===== config.mk =====
export PLATFORM = sky130hd
export DESIGN_NAME = conv2_drain
export DESIGN_NICKNAME = d
export VERILOG_FILES = /design/src/rtl/conv2_pkg.sv /design/src/rtl/conv2_requant.sv /design/src/rtl/conv2_drain.sv
export SDC_FILE = /design/constraint.sdc
export NUM_CORES = 1
export LEC_CHECK = 0
export ABC_CLOCK_PERIOD_IN_PS = 51700
export BUFFER_PORTS_ARGS = -buffer_cell sky130_fd_sc_hd__buf_2
export CAP_MARGIN = 15
export CORE_ASPECT_RATIO = 0.7
export CORE_MARGIN = 2
export CORE_UTILIZATION = 55
export DETAILED_ROUTE_END_ITERATION = 10
export HOLD_SLACK_MARGIN = 0.06
export PLACE_DENSITY = 0.84
export REMOVE_ABC_BUFFERS = 1
export SLEW_MARGIN = 20
export SYNTH_ARGS = -nofsm -noshare
export SYNTH_HDL_FRONTEND = slang
export SYNTH_HIERARCHICAL = 1
export SYNTH_SLANG_ARGS = --single-unit

===== constraint.sdc =====
create_clock -name clk -period 51.7 [get_ports clk]
set_input_delay 10.34 -clock clk [delete_from_list [all_inputs] [get_ports clk]]
set_output_delay 10.34 -clock clk [all_outputs]
set_load 0.01 [all_outputs]

===== src/rtl/conv2_pkg.sv =====
`default_nettype none
// ============================================================================
//  Module      : conv2_pkg
//  Description : Shared constants, FSM state type and the round/saturate
//                helper for the conv2 output drain.
//                Optional feature macro: CONV2_DRAIN_RELU_EN
//                  defined   -> negative results clamp to 0 (ReLU), positive
//                               saturate at 127
//                  undefined -> signed saturation to [-128, 127]
//  Revision    : 1.0 - initial release
// ============================================================================
package conv2_pkg;

    localparam int CH      = 16;    // output channels per position
    localparam int ACC_W   = 30;    // signed accumulator width per channel
    localparam int DATA_W  = 8;     // signed output activation width
    localparam int BIAS_W  = 8;     // signed bias width
    localparam int SHIFT   = 9;     // accumulators carry a 2^SHIFT scale
    localparam int POS_MAX = 1260;  // positions per 30x42 frame

    localparam int CH_W  = 4;
    localparam int POS_W = 11;

    // Sum of accumulator and scaled bias needs one extra bit; the rounding
    // add needs one more so the half-LSB offset can never wrap.
    localparam int SUM_W = ACC_W + 1;
    localparam int RND_W = SUM_W + 1;
    localparam int Q_W   = RND_W - SHIFT;

    localparam logic signed [RND_W-1:0] c_half  = RND_W'(2**(SHIFT-1));
    localparam logic signed [Q_W-1:0]   c_q_max = Q_W'(2**(DATA_W-1) - 1);
    localparam logic signed [Q_W-1:0]   c_q_min = Q_W'(-(2**(DATA_W-1)));

    typedef enum logic [0:0] {
        IDLE = 1'b0,
        SEND = 1'b1
    } state_t;

    // Round half up, arithmetic shift down by SHIFT, then clamp to DATA_W.
    function automatic logic signed [DATA_W-1:0] round_sat(
        input logic signed [SUM_W-1:0] sum
    );
        logic signed [RND_W-1:0] rnd;
        logic signed [Q_W-1:0]   q;
        rnd = {sum[SUM_W-1], sum} + c_half;
        // Taking the upper bits of a two's-complement value is exactly an
        // arithmetic right shift.
        q = rnd[RND_W-1:SHIFT];
`ifdef CONV2_DRAIN_RELU_EN
        if (q[Q_W-1]) begin
            return '0;
        end else if (q > c_q_max) begin
            return DATA_W'(c_q_max);
        end else begin
            return q[DATA_W-1:0];
        end
`else
        if (q > c_q_max) begin
            return DATA_W'(c_q_max);
        end else if (q < c_q_min) begin
            return DATA_W'(c_q_min);
        end else begin
            return q[DATA_W-1:0];
        end
`endif
    endfunction

endpackage
`default_nettype wire


===== src/rtl/conv2_requant.sv =====
`default_nettype none
// ============================================================================
//  Module      : conv2_requant
//  Description : Combinational requantizer for one channel: adds the bias
//                scaled by 2^SHIFT to the accumulator, rounds half up,
//                shifts back down and saturates (or ReLU-clamps when
//                CONV2_DRAIN_RELU_EN is defined) to a DATA_W activation.
//  Ports       : acc  in  ACC_W   signed accumulator
//                bias in  BIAS_W  signed bias
//                res  out DATA_W  signed requantized activation
//  Revision    : 1.0 - initial release
// ============================================================================
module conv2_requant
    import conv2_pkg::*;
(
    input  logic signed [ACC_W-1:0]  acc,
    input  logic signed [BIAS_W-1:0] bias,
    output logic signed [DATA_W-1:0] res
);

    logic signed [SUM_W-1:0] w_acc_ext;
    logic signed [SUM_W-1:0] w_bias_sh;
    logic signed [SUM_W-1:0] w_sum;

    assign w_acc_ext = {acc[ACC_W-1], acc};
    // Bias moved onto the accumulator's 2^SHIFT scale, sign-extended.
    assign w_bias_sh = {{(SUM_W-BIAS_W-SHIFT){bias[BIAS_W-1]}}, bias, {SHIFT{1'b0}}};
    assign w_sum     = w_acc_ext + w_bias_sh;
    assign res       = round_sat(w_sum);

endmodule
`default_nettype wire


===== src/rtl/conv2_drain.sv =====
`default_nettype none
// ============================================================================
//  Module      : conv2_drain
//  Description : Output drain of convolution stage 2. Buffers up to two
//                finished 16-channel accumulator vectors, adds per-channel
//                bias, requantizes to 8-bit activations and streams one
//                channel per beat over valid/ready, tracking the position
//                within a 1260-position frame.
//                Optional feature macro: CONV2_DRAIN_RELU_EN (ReLU clamp).
//  Ports       : clk        in   clock
//                rst        in   synchronous active-high reset
//                acc_in     in   CH*ACC_W packed signed accumulators
//                acc_valid  in   acc_in holds a finished position
//                b_en       in   bias write strobe (ignored while busy)
//                b_in       in   signed bias value
//                out_data   out  requantized activation
//                out_ch     out  channel index of out_data
//                out_pos    out  frame position of out_data
//                out_valid  out  out_data valid
//                out_ready  in   downstream accepts
//                frame_done out  pulse after last beat of the frame
//                overflow   out  sticky: a position was dropped
//                busy       out  buffer non-empty or beat pending
//  Revision    : 1.0 - initial release
// ============================================================================
module conv2_drain
    import conv2_pkg::*;
(
    input  logic                  clk,
    input  logic                  rst,
    input  logic [CH*ACC_W-1:0]   acc_in,
    input  logic                  acc_valid,
    input  logic                  b_en,
    input  logic [BIAS_W-1:0]     b_in,
    output logic [DATA_W-1:0]     out_data,
    output logic [CH_W-1:0]       out_ch,
    output logic [POS_W-1:0]      out_pos,
    output logic                  out_valid,
    input  logic                  out_ready,
    output logic                  frame_done,
    output logic                  overflow,
    output logic                  busy
);

    state_t                   r_state;
    state_t                   w_state_next;
    logic [CH_W-1:0]          r_ch;
    logic [CH_W-1:0]          w_ch_next;

    logic [CH*ACC_W-1:0]      r_buf [2];
    logic                     r_wr_ptr;
    logic                     r_rd_ptr;
    logic [1:0]               r_count;
    logic [1:0]               w_count_next;

    logic signed [BIAS_W-1:0] r_bias [CH];
    logic [CH_W-1:0]          r_bptr;
    logic [POS_W-1:0]         r_pos;

    logic [CH*ACC_W-1:0]      w_head;
    logic signed [ACC_W-1:0]  w_acc_ch;
    logic signed [DATA_W-1:0] w_req;

    logic w_fire;
    logic w_issue;
    logic w_last;
    logic w_pop;
    logic w_full;
    logic w_push;
    logic w_drop;

    assign busy   = (r_count != 2'd0) || out_valid;
    assign w_fire = out_valid && out_ready;

    // The channel counter runs one beat ahead of the output register: a new
    // beat is issued whenever the register is empty or being drained, which
    // keeps one beat per cycle under continuous out_ready.
    assign w_issue = (r_state == SEND) && (!out_valid || out_ready);
    assign w_last  = w_issue && (r_ch == CH_W'(CH-1));
    assign w_pop   = w_last;
    assign w_full  = (r_count == 2'd2);
    assign w_push  = acc_valid && (!w_full || w_pop);
    assign w_drop  = acc_valid && w_full && !w_pop;
    assign w_count_next = r_count + 2'(w_push) - 2'(w_pop);

    assign w_head   = r_buf[r_rd_ptr];
    assign w_acc_ch = w_head[int'(r_ch)*ACC_W +: ACC_W];

    conv2_requant u_requant (
        .acc  (w_acc_ch),
        .bias (r_bias[r_ch]),
        .res  (w_req)
    );

    // ------------------------------------------------------------------
    // FSM
    // ------------------------------------------------------------------
    always_ff @(posedge clk) begin
        if (rst) begin
            r_state <= IDLE;
            r_ch    <= '0;
        end else begin
            r_state <= w_state_next;
            r_ch    <= w_ch_next;
        end
    end

    always_comb begin
        w_state_next = r_state;
        w_ch_next    = r_ch;
        case (r_state)
            IDLE: begin
                if (r_count != 2'd0) begin
                    w_state_next = SEND;
                    w_ch_next    = '0;
                end
            end
            SEND: begin
                if (w_issue) begin
                    if (w_last) begin
                        // Continue straight into the next buffered vector.
                        w_ch_next    = '0;
                        w_state_next = (w_count_next != 2'd0) ? SEND : IDLE;
                    end else begin
                        w_ch_next = r_ch + 1'b1;
                    end
                end
            end
            default: begin
                w_state_next = IDLE;
                w_ch_next    = '0;
            end
        endcase
    end

    // ------------------------------------------------------------------
    // Two-entry vector buffer
    // ------------------------------------------------------------------
    always_ff @(posedge clk) begin
        if (w_push) begin
            r_buf[r_wr_ptr] <= acc_in;
        end
    end

    always_ff @(posedge clk) begin
        if (rst) begin
            r_wr_ptr <= 1'b0;
            r_rd_ptr <= 1'b0;
            r_count  <= 2'd0;
        end else begin
            if (w_push) begin
                r_wr_ptr <= ~r_wr_ptr;
            end
            if (w_pop) begin
                r_rd_ptr <= ~r_rd_ptr;
            end
            r_count <= w_count_next;
        end
    end

    // ------------------------------------------------------------------
    // Bias registers, loaded sequentially while the drain is quiet
    // ------------------------------------------------------------------
    always_ff @(posedge clk) begin
        if (rst) begin
            for (int i = 0; i < CH; i++) begin
                r_bias[i] <= '0;
            end
            r_bptr <= '0;
        end else if (b_en && !busy) begin
            r_bias[r_bptr] <= b_in;
            r_bptr         <= (r_bptr == CH_W'(CH-1)) ? '0 : r_bptr + 1'b1;
        end
    end

    // ------------------------------------------------------------------
    // Position counter (issue side, so it is attached to each beat)
    // ------------------------------------------------------------------
    always_ff @(posedge clk) begin
        if (rst) begin
            r_pos <= '0;
        end else if (w_last) begin
            r_pos <= (r_pos == POS_W'(POS_MAX-1)) ? '0 : r_pos + 1'b1;
        end
    end

    // ------------------------------------------------------------------
    // Output register stage and status flags
    // ------------------------------------------------------------------
    always_ff @(posedge clk) begin
        if (rst) begin
            out_data   <= '0;
            out_ch     <= '0;
            out_pos    <= '0;
            out_valid  <= 1'b0;
            frame_done <= 1'b0;
            overflow   <= 1'b0;
        end else begin
            if (w_issue) begin
                out_data  <= w_req;
                out_ch    <= r_ch;
                out_pos   <= r_pos;
                out_valid <= 1'b1;
            end else if (w_fire) begin
                out_valid <= 1'b0;
            end
            frame_done <= w_fire && (out_ch == CH_W'(CH-1))
                                 && (out_pos == POS_W'(POS_MAX-1));
            if (w_drop) begin
                overflow <= 1'b1;
            end
        end
    end

endmodule
`default_nettype wire


== After elaboration in Yosys (flattened, before gate mapping) ==
Memory sizes are Yosys's and may differ from the RTL's. A register that Yosys moved wholly into a read port is not among the register bits.
Index checks and enable logic that the tools add are counted.

* Register bits: 50
* Bits in writable memories: 1088
* Input bits: 493
* Output and inout port bits: 27
* Logic and storage cells: 87
* Memories kept: 2

{| class="wikitable"
|+ Memory list
! memory !! depth !! width !! read ports !! clocked after Yosys merged registers in !! wr ports !! line !! source
|-
| r_buf || 2 || 480 || 1 || 1 || 1 || conv2_drain.sv:50 || <nowiki>logic [CH*ACC_W-1:0] r_buf [2];</nowiki>
|-
| r_bias || 16 || 8 || 1 || 1 || 16 || conv2_drain.sv:56 || <nowiki>logic signed [BIAS_W-1:0] r_bias [CH];</nowiki>
|}

* Add/subtract/negate cells: 7
* Multipliers: 1
* Magnitude comparators: 2
* Equality and inequality tests: 8
* Shifts and indexed selects: 1
* Mux-type cells: 29
* Bitwise gates (word level): 3
* Reduce and logical (&&, ||, !) cells: 21

{| class="wikitable"
|+ Operators with widths
! kind !! number
|-
| $shiftx A480 B10 Y30 || 1
|-
| $add A31 B10 Y32 const B || 1
|-
| $add A30 B17 Y31 || 1
|-
| $mux W4 || 7
|-
| $mux W8 || 3
|-
| $gt A23 B8 Y1 const B || 1
|-
| $lt A23 B8 Y1 const B || 1
|-
| $eq A11 B11 Y1 const B || 2
|-
| $mux W1 || 16
|-
| $eq A4 B4 Y1 const B || 3
|-
| $add A11 B1 Y11 const B || 1
|-
| $mux W11 || 1
|-
| $logic_and A1 B1 Y1 || 9
|-
| $add A4 B1 Y4 const B || 2
|-
| $mul A4 B4 Y8 const B || 1
|-
| $pmux W4 S2 || 1
|-
| $reduce_or A8 Y1 || 1
|-
| $reduce_bool A2 Y1 || 3
|-
| $logic_not A1 Y1 || 4
|-
| $logic_or A1 B1 Y1 || 3
|-
| $not A1 Y1 || 3
|-
| $add A2 B1 Y2 || 1
|-
| $eq A2 B2 Y1 const B || 1
|-
| $ne A2 B1 Y1 const B || 1
|-
| other kinds (4) || 4
|}

== Depth between registers and ports, before layout ==
* Word-level depth: 13
* Depth in mapped cells: 20
* Depth with buffers taken out: 15

== By module ==
The synthesis kept the hierarchy.

{| class="wikitable"
|+ By module, submodules not included
! module !! instances !! cells each !! area an instance (sq um) !! seq. area each (sq um)
|-
| conv2_drain || 1 || 2325 || 44714.1 || 33772.4
|-
| conv2_requant || 1 || 196 || 1405.1 || 0.0
|}

== Least setup slack after synthesis ==
No wires, ideal clock.

* Path kind: input port to flip-flop
* From: input out_ready
* To: memory r_buf[1][0] (netlist bit), enable pin
* Setup time: 1.335 ns
* Data arrival time: 30.874 ns
* Data required time: 50.365 ns
* Path slack: 19.491 ns
* Cell stages on the path: 6
* Buffers on the path: 1
* Cell sequence: nand2b_1 buf_2 nand3_1 inv_1 o21ai_0 nor2_1

* Longest elaborated chain between the ends: 7

{| class="wikitable"
|+ Ends and longest elaborated chain
! item !! line !! source
|-
| start: declaration || conv2_drain.sv:39 || <nowiki>input logic out_ready,</nowiki>
|-
| $logic_or A1 B1 Y1 || conv2_drain.sv:78 || <nowiki>assign w_issue = (r_state == SEND) && (!out_valid || out_ready);</nowiki>
|-
| $logic_and A1 B1 Y1 || conv2_drain.sv:78 ||
|-
| $logic_and A1 B1 Y1 || conv2_drain.sv:79 || <nowiki>assign w_last = w_issue && (r_ch == CH_W'(CH-1));</nowiki>
|-
| net w_last || conv2_drain.sv:66 || <nowiki>logic w_last;</nowiki>
|-
| $logic_or A1 B1 Y1 || conv2_drain.sv:82 || <nowiki>assign w_push = acc_valid && (!w_full || w_pop);</nowiki>
|-
| $logic_and A1 B1 Y1 || conv2_drain.sv:82 ||
|-
| $mux W1 || conv2_drain.sv:140 || <nowiki>if (w_push) begin</nowiki>
|-
| $mux W1 (implied by the code) || conv2_drain.sv:141 || <nowiki>r_buf[r_wr_ptr] <= acc_in;</nowiki>
|-
| end: declaration || conv2_drain.sv:50 ||
|}

The timed path passes the listed nets, and every way through them passes these cells.

== Worst setup path in the final report ==
* From: input out_ready
* To: memory r_buf[1][228] (netlist bit), enable pin

Same word-level chain as after synthesis.

==> results.md <==
- Final slew viol count: 0
- Worst Hold Class: reg -> reg
- Ports: 520
- # Post-CTS Setup Buffers: 0
- Avg Synthesized Cell Area: 17.4 um^2
- Antenna Nets Post-Route: 0
- Worst Tran Pin Value: 1.19 ns
- CTS Sinks: 887
- Total gr overflow: 0
- DR vias/cell: 6.13
- Switching share of power: 24.2%
- Maximum vdd drop: 0.0315 mV
- R2R Setup Slk: 44.54 ns
- Slowest CP cell: buf_4
- Layout Utilization: 63.1%
- R2R cell count: 16
- Drt wl/cell: 25.3 um
- Power density over the cells: 39.5 mW/mm^2
- Cell family with most CP delay: buffers and inverters
- Multi-input logic area: 0.00966 mm^2
- Dpl hpwl: 55.2 mm
- Port bufs: 391
- Final worst-path cycle share: 26.9%
- Worst path bufs/invs: 4
- Clock Power Share: 35.7%
- Worst skew pair latency: 0.64 ns
- Clock Tree Root: clkbuf_16
- Share of cells above drive strength 1: 29.3%
- Worst Skew: 0.0253 ns
- Max_slew headroom: 20.4%
- Fill cell count: 4427
- Register area: 0.0261 mm^2
- Total power: 1.65 mW
- Core footprint: 0.0661 mm^2
- FMAX: 0.0720 GHz
- WP data required: 51.94 ns
- All-Layer GR Usage: 25.0%
- CTS tree: done
- WP data arrival: 14.12 ns
- Crit path capture type: flip-flop
- Setup Crit Path Kind: in -> reg
- Hold Path Cell Cnt: 2
- CP Depth: 8
- Total Wirelength: 86.4 mm
- Bufs on Longest Clock Path: 3
- First-pass GRT wire length: 127 mm
- Die W: 312 um
- Worst-path fanout max: 80
- RSZ-0062 raised after global routing: false
- Clock-pin slew on the worst setup and hold paths: 0.06 ns
- Die Footprint: 0.0686 mm^2
- Pleak: 14.2 nW
- Status: finished, final reports clean
- Max-cap violation count: 0
- Cts bufs inserted: 81
- CP Cell Sequence: buf_2, nand2b_1, nand3_1, inv_1, o21ai_0, nor2_4, buf_4, buf_4
- Layout area overhead: 14.1%
- First drt pass iteration count: 5
- Slowest cell delay on critical path: 0.94 ns
- Switch Pwr: 0.399 mW
- Post-cts hold buffer count: 0
- Fin crit period: 13.88 ns
- Initial antenna violation count: 47
- Via count: 21000
- Quantity of gates resized following cts: 0
- Mapped Cells: 2097
- Row cnt: 79
- Post-Synthesis Cell Area: 0.0366 mm^2
- Ys Warns: 6
- Vias in the first global route: 21200
- NumNets Final: 2970
- Final setup fails: 0
- Drt initial violations: 2369
- Gpl congestion: 0.850
- Reg power frac: 51.7%
- Final hold violations: 0
- Die height: 220 um
- Int Power: 1.25 mW
- Gate power share: 12.6%
- Final TNS setup: 0 ns
- CP startpoint kind: input pin
- Initial Util: 55.3%
- DRC violations left: 0
- Pin count of the biggest net entering global routing: 177
- CTS H-tree depth: 3
- Critical path's most frequent cell: buf_4
## power groups by stage
stage | sequential, mW | combinational [mW] | clock (mW)
floorplan | 0.882 | 0.128 | 0
detailed placement | 0.866 | 0.205 | 0
CTS | 0.851 | 0.207 | 0.596
finish | 0.851 | 0.208 | 0.589
global route | 0.854 | 0.224 | 0.623
global placement | 0.862 | 0.198 | 0
## flip-flops by register name (all words and copies together) (netlist names), 2 cells and up, named ones only
| register | flops |
|---|---|
| out_data | 8 |
| out_pos | 11 |
| r_count | 2 |
| r_pos | 11 |
| r_ch | 4 |
| r_buf | 704 |
| r_bptr | 4 |
| r_bias | 128 |
| out_ch | 4 |
## stage by stage
step	cells	cell area, um^2	worst slack, ns	hold WS, ns
2_1_floorplan	1950	35800	24.98	0.440
3_3_place_gp	3255	39100	37.30	0.448
3_5_place_dp	3255	39100	37.18	0.451
4_1_cts	3399	41700	37.86	0.461
5_1_grt	3412	41700	37.59	0.478
6_report	3420	41700	37.82	0.464
## layout make-up
type                       count  share of cell area, %
clock inverter                39                  0.876
tap                          891                   2.67
clock buffer                 105                   5.30
inverter                      15                  0.153
timing repair buffer         414                   5.16
sequential                   887                   62.6
multi-input combinational   1048                   23.2
antenna                       21                  0.126
## worst paths after layout
kind | start | to
worst min register to register | out_data[0] | out_data[0]
worst min-delay path | out_data[0] | out_data[0]
worst max register to register | flip-flop | out_data[6]
worst max-delay path | out_ready | r_buf[1][228]
## routing by layer
layer  wire, um  vias to the layer above  track usage [%]  share of wire [%]
li1           -                     9116                -                  -
met1      33700                    10500             33.1                 39
met2      41300                     1084             40.1                 48
met3       8980                      210             7.37                 10
met4       2070                       50             8.00                2.4
met5        284                        -                0               0.33
## cell usage in the layout, fill, tap and decap left out, types with 7 or more instances in the layout
cell         n
edfxtp_1   832
buf_2      391
mux2i_1    133
and2_1     130
mux4_2     110
nand2_1    100
a21oi_1     83
clkbuf_16   83
a221oi_1    66
dfxtp_1     51
mux2_2      45
o21ai_0     42
nor2_1      37
ha_1        29
o21ai_1     25
o221ai_1    22
a32oi_1     22
diode_2     21
buf_4       21
mux4_1      18
or2_2       17
nand3_1     16
xnor2_1     16
a21o_1      16
clkbuf_1    15
inv_1       13
clkinv_2    13
nand4_1     11
clkinv_1    11
xor2_1       9
and3_1       8
or3_1        8
nor3_1       7
## worst min-delay path, stage by stage (launching register included)
cell	delay [ns]
dfxtp_1	0.31
nand2_1	0.06
a21oi_1	0.05
Power figures use the tool's default switching activity.
